`src/rtl/midori_round_post.sv`:
```
// Midori128 round tail: ShuffleCell, MixColumn and KeyAdd behind a one-deep valid/ready register.
// Optional MIDORI_ROUND_CHK_EN adds the sticky err_seq protocol flag.
module midori_round_post #(
  parameter int unsigned NR    = 20,
  parameter int unsigned CNT_W = 5
) (
  input  logic               clk,
  input  logic               rst_n,
  input  logic               in_valid,
  output logic               in_ready,
  input  logic               in_first,
  input  logic [127:0]       in_state,
  input  logic [127:0]       round_key,
  output logic               out_valid,
  input  logic               out_ready,
  output logic [127:0]       out_state,
  output logic               out_last,
  output logic [CNT_W-1:0]   out_round
`ifdef MIDORI_ROUND_CHK_EN
  ,
  output logic               err_seq
`endif
);

  typedef enum logic {IDLE, RUN} state_t;

  localparam logic [CNT_W-1:0] LAST_RND = CNT_W'(NR - 1);
  // Source cell for each destination cell of ShuffleCell, cell 0 in the top nibble.
  localparam logic [63:0] PERM = {4'd0, 4'd10, 4'd5, 4'd15, 4'd14, 4'd4, 4'd11, 4'd1,
                                  4'd9, 4'd3, 4'd12, 4'd6, 4'd7, 4'd13, 4'd2, 4'd8};

  state_t           state, state_nxt;
  logic [CNT_W-1:0] rnd, rnd_nxt, cur_rnd;
  logic             accept, load, is_final;

  function automatic logic [127:0] shuffle_cell(input logic [127:0] s);
    int unsigned src;
    shuffle_cell = '0;
    for (int unsigned j = 0; j < 16; j++) begin
      src = 32'(PERM[63-4*j -: 4]);
      shuffle_cell[127-8*j -: 8] = s[127-8*src -: 8];
    end
  endfunction

  function automatic logic [127:0] mix_column(input logic [127:0] t);
    logic [7:0] col_x;
    mix_column = '0;
    for (int unsigned c = 0; c < 4; c++) begin
      col_x = t[127-32*c -: 8] ^ t[119-32*c -: 8] ^ t[111-32*c -: 8] ^ t[103-32*c -: 8];
      // XOR of the whole column minus the cell itself gives the circ(0,1,1,1) row.
      for (int unsigned r = 0; r < 4; r++)
        mix_column[127-8*(4*c+r) -: 8] = col_x ^ t[127-8*(4*c+r) -: 8];
    end
  endfunction

  always_ff @(posedge clk or negedge rst_n) begin
    if (!rst_n) begin
      state <= IDLE;
      rnd   <= '0;
    end else begin
      state <= state_nxt;
      rnd   <= rnd_nxt;
    end
  end

  always_comb begin
    state_nxt = state;
    rnd_nxt   = rnd;
    if (load) begin
      if (is_final) begin
        state_nxt = IDLE;
        rnd_nxt   = '0;
      end else begin
        state_nxt = RUN;
        rnd_nxt   = cur_rnd + CNT_W'(1);
      end
    end
  end

  always_comb begin
    in_ready = !out_valid || out_ready;
    accept   = in_valid && in_ready;
    cur_rnd  = in_first ? '0 : rnd;
    load     = accept && (in_first || state == RUN);
    is_final = (cur_rnd == LAST_RND);
  end

  always_ff @(posedge clk or negedge rst_n) begin
    if (!rst_n) begin
      out_valid <= 1'b0;
      out_state <= '0;
      out_last  <= 1'b0;
      out_round <= '0;
    end else if (load) begin
      out_valid <= 1'b1;
      out_state <= (is_final ? in_state : mix_column(shuffle_cell(in_state))) ^ round_key;
      out_last  <= is_final;
      out_round <= cur_rnd;
    end else if (out_ready) begin
      out_valid <= 1'b0;
    end
  end

`ifdef MIDORI_ROUND_CHK_EN
  always_ff @(posedge clk or negedge rst_n) begin
    if (!rst_n)
      err_seq <= 1'b0;
    else if (accept && ((state == IDLE) ? !in_first : in_first))
      err_seq <= 1'b1;
  end
`endif

endmodule

```
`config.mk`:
```
export PLATFORM = sky130hd
export DESIGN_NAME = midori_round_post
export DESIGN_NICKNAME = d
export VERILOG_FILES = /design/src/rtl/midori_round_post.sv
export SDC_FILE = /design/constraint.sdc
export NUM_CORES = 1
export LEC_CHECK = 0
export BUFFER_PORTS_ARGS = -buffer_cell sky130_fd_sc_hd__buf_2
export CAP_MARGIN = 25
export CORE_AREA = 2 2 158 160
export CTS_CLUSTER_DIAMETER = 200
export DETAILED_ROUTE_END_ITERATION = 10
export DIE_AREA = 0 0 160 162
export GPL_TIMING_DRIVEN = 0
export PLACE_DENSITY = 0.77
export SLEW_MARGIN = 40
export SYNTH_ARGS = -nofsm -noshare
export SYNTH_HDL_FRONTEND = slang
export SYNTH_SLANG_ARGS = --single-unit
```
`constraint.sdc`:
```
create_clock -name clk -period 2 [get_ports clk]
set_clock_uncertainty 0.15 [all_clocks]
set_input_delay 0.2 -clock clk [delete_from_list [all_inputs] [get_ports clk]]
set_output_delay 0.2 -clock clk [all_outputs]
set_load 0.1 [all_outputs]
```
==> impl_metrics.toml <==
[logic_synthesis]
synth-seq-cells = 141
syn-cell-area_um2 = 10950
ys_seq_area_frac = 0.3222
netlist_instances = 1203
yosysWarnings = 0
yosysUniqueCellTypes = 41
synth_fp_nets = 1465
synth.avg_cell_area_um2 = 9.104

[worst_setup_path]
timing_worst_setup_path_type = "reg2reg"
crit_end = "out_state[30]$_DFFE_PN0P_"
reg2regPathDepth = 9
r2r_slack_ns = -0.27
end_kind = "flip-flop"
start_kind = "flip-flop"
timing.rr.start = "rnd[1]$_DFFE_PN0P_"
crit_fanout = 9
startpoint = "rnd[1]$_DFFE_PN0P_"
r2r-end = "out_state[30]$_DFFE_PN0P_"
worstPathRequired_ns = 2.17
worstPathArrival_ns = 2.44

[timing]
whs_ns = -0.002023
finalCritPeriodShare = 1.134
clock.fmax_ghz = 0.4410
period_needed_ns = 2.268
hold_viol_final = 2
relSlewSlack = 0.5107
fin_tns_setup_ns = -15.98
worst_slack_ns = -0.2678
tightestPinTransition_ns = 0.7340
rsz0062_at_grt = "true"
maxSlewViolCount = 0
finalSetupViolations = 106

[global_route]
grtUsageTotal = 0.4148
grt_overflow_total = 0
grt_pass1_vias = 12960
grt_first_pass_wirelength_um = 80320
antenna_found_initial = 5
grt_start_max_net_pins = 65

[cells_and_area]
syn_to_final_growth_pct = 52.29
final_area_um2 = 16680
layout_commonest_cell = "buf_2"
drive_gt1_frac = 0.3993
fin_nets = 1997
most-common-layout-cells = "buf_2 (399), xnor2_1 (174), nand2_1 (140)"

[floorplan]
coreArea_um2 = 24110
rows = 57
die-width_um = 160
io_pins = 397
die_h_um = 162
start_util = 0.4543
design.die.area_um2 = 25920

[status]
run_status = "finished, violations left"
violations = "hold timing, setup timing"

[routing]
antenna_left = 0
dr.pass1.iters = 8
post_drt_wl_per_cell_um = 26.96
vias = 13160
drt_wl_total_um = 56020
vias_per_cell = 6.331
drtIter0Drc = 1318
drc_errors = 0

[power]
leakagePower_uw = 0.008015
powerDensity_nw_per_um2 = 1033
vdd_ir_drop_max_uv = 839.4

[worst_hold_path]
hold_class = "in2reg"

[place]
gp_congestion = 0.9946
dp_hpwl_um = 41830
postPlaceCellArea_um2 = 13440
io_buffers = 396

[cts]
path_clk_slew_ns = 0.07
clkLatencyLatePin_ns = 0.43
cts.sinks = 141
cts_tree = "done"
clock-root-buffer = "clkbuf_16"
h-tree-depth = 4
cts_inserted_buffers = 17
clock_path_buffers = 2

[run]
max-cap-violations = 0
[worst min-delay path by stage]
stage / startpoint / to / depth (start not counted)
after floorplan: rst_n / out_last$_DFFE_PN0P_ / 0
after global placement: out_state[69]$_DFFE_PN0P_ / out_state[69]$_DFFE_PN0P_ / 2
after detailed placement: rst_n / out_round[1]$_DFFE_PN0P_ / 1
after CTS: round_key[72] / out_state[72]$_DFFE_PN0P_ / 3
after global routing: round_key[11] / out_state[11]$_DFFE_PN0P_ / 3
final: round_key[122] / out_state[122]$_DFFE_PN0P_ / 4
[power breakdown]
part	switching [µW]	internal (µW)	total, µW	leakage, µW
Sequential	504	3520	4020	0.00173
Clock	1480	2030	3510	0.000301
Combinational	7580	2130	9700	0.00599
Total	9560	7680	17200	0.00802
[cell usage after synthesis (all sizes together)]
master / number / area (µm²)
xor2: 36 / 315.3
nor2: 4 / 17.52
o21a: 12 / 90.09
o311ai: 16 / 140.1
o22ai: 1 / 6.260
or3: 100 / 625.6
nor2b: 3 / 18.77
buf: 35 / 202.7
a41oi: 1 / 8.760
o211ai: 16 / 120.1
nand3: 1 / 5.000
dfrtp: 141 / 3528
inv: 3 / 11.26
o211a: 84 / 840.8
nand2: 141 / 529.3
a211oi: 84 / 630.6
xnor2: 177 / 1550
xnor3: 12 / 270.3
clkinv: 1 / 3.750
and3: 96 / 600.6
clkbuf: 67 / 254.0
o21ai: 22 / 110.1
nor4: 1 / 6.260
a31oi: 2 / 12.51
ha: 1 / 12.51
nor3: 12 / 60.06
a21oi: 28 / 140.1
o32ai: 2 / 17.52
mux2: 1 / 11.26
or2: 1 / 6.260
o31ai: 100 / 765.7
nand4bb: 1 / 27.53
and4bb: 1 / 12.51
[cells by family (layout without fill, tap and decap cells)]
group	Yosys count	in the layout	share of synthesized area
buf+inv	106	651	0.04307
flops	141	141	0.3222
mux	1	1	0.001028
xor+xnor	225	225	0.1950
other cells	0	6	0
simple gates	361	361	0.1743
fa+ha+maj	1	1	0.001142
compound gates	368	368	0.2632
[per-layer routing]
metal / vias to the layer above / track usage / share of wire
met4: 2 / 0.2604 / 0.070
met5: - / 0 / 0.00030
met1: 6289 / 0.5026 / 0.36
li1: 5546 / - / -
met3: 253 / 0.1152 / 0.12
met2: 1066 / 0.6564 / 0.45
[stage by stage]
stage	hold WS (ns)	setup slack, ns	power [µW]	std cells	utilization
6_report	-0.002023	-0.2678	17240	2078	0.6919
4_1_cts	0.0009260	-0.1774	16770	2065	0.6632
2_1_floorplan	-0.2456	-0.01444	10680	1203	-
3_5_place_dp	-0.05423	-0.7718	12910	1925	0.5575
5_1_grt	0.01260	-0.3326	17700	2073	0.6914
3_3_place_gp	0.3044	-2.211	12830	1923	0.5548
[layout make-up]
cell class	instances	area, µm²
Timing Repair Buffer	515	3292
Clock inverter	13	178.9
Fill cell	1913	7427
Sequential cell	141	3533
Buffer	100	934.6
Tap cell	324	405.4
Antenna cell	6	15.01
Clock buffer	19	442.9
Inverter	4	23.77
Multi-Input combinational cell	956	7853
[flip-flops by register name (all words and copies together), names as in the netlist]
name / flops
out_valid: 1
out_round: 5
out_last: 1
state: 1
rnd: 5
out_state: 128
[critical path, cell delays in order, from the launching register on]
cell and delay [ns]:
dfrtp_1 0.36, nor2b_4 0.20, ha_4 0.18, nand4bb_4 0.12
buf_12 0.18, buf_12 0.15, clkbuf_16 0.15, or3_1 0.30
o211a_1 0.12, o31ai_1 0.23
[repair_timing]
item,4_1_cts,5_1_grt
gates cloned,3,4
buffers inserted,12,4
pin swaps,98,23
resized for setup,237,149
endpoints found under the hold margin,234,0
hold buffers,94,0
setup endpoints to repair,141,138
(Power assumes the default switching activity.)
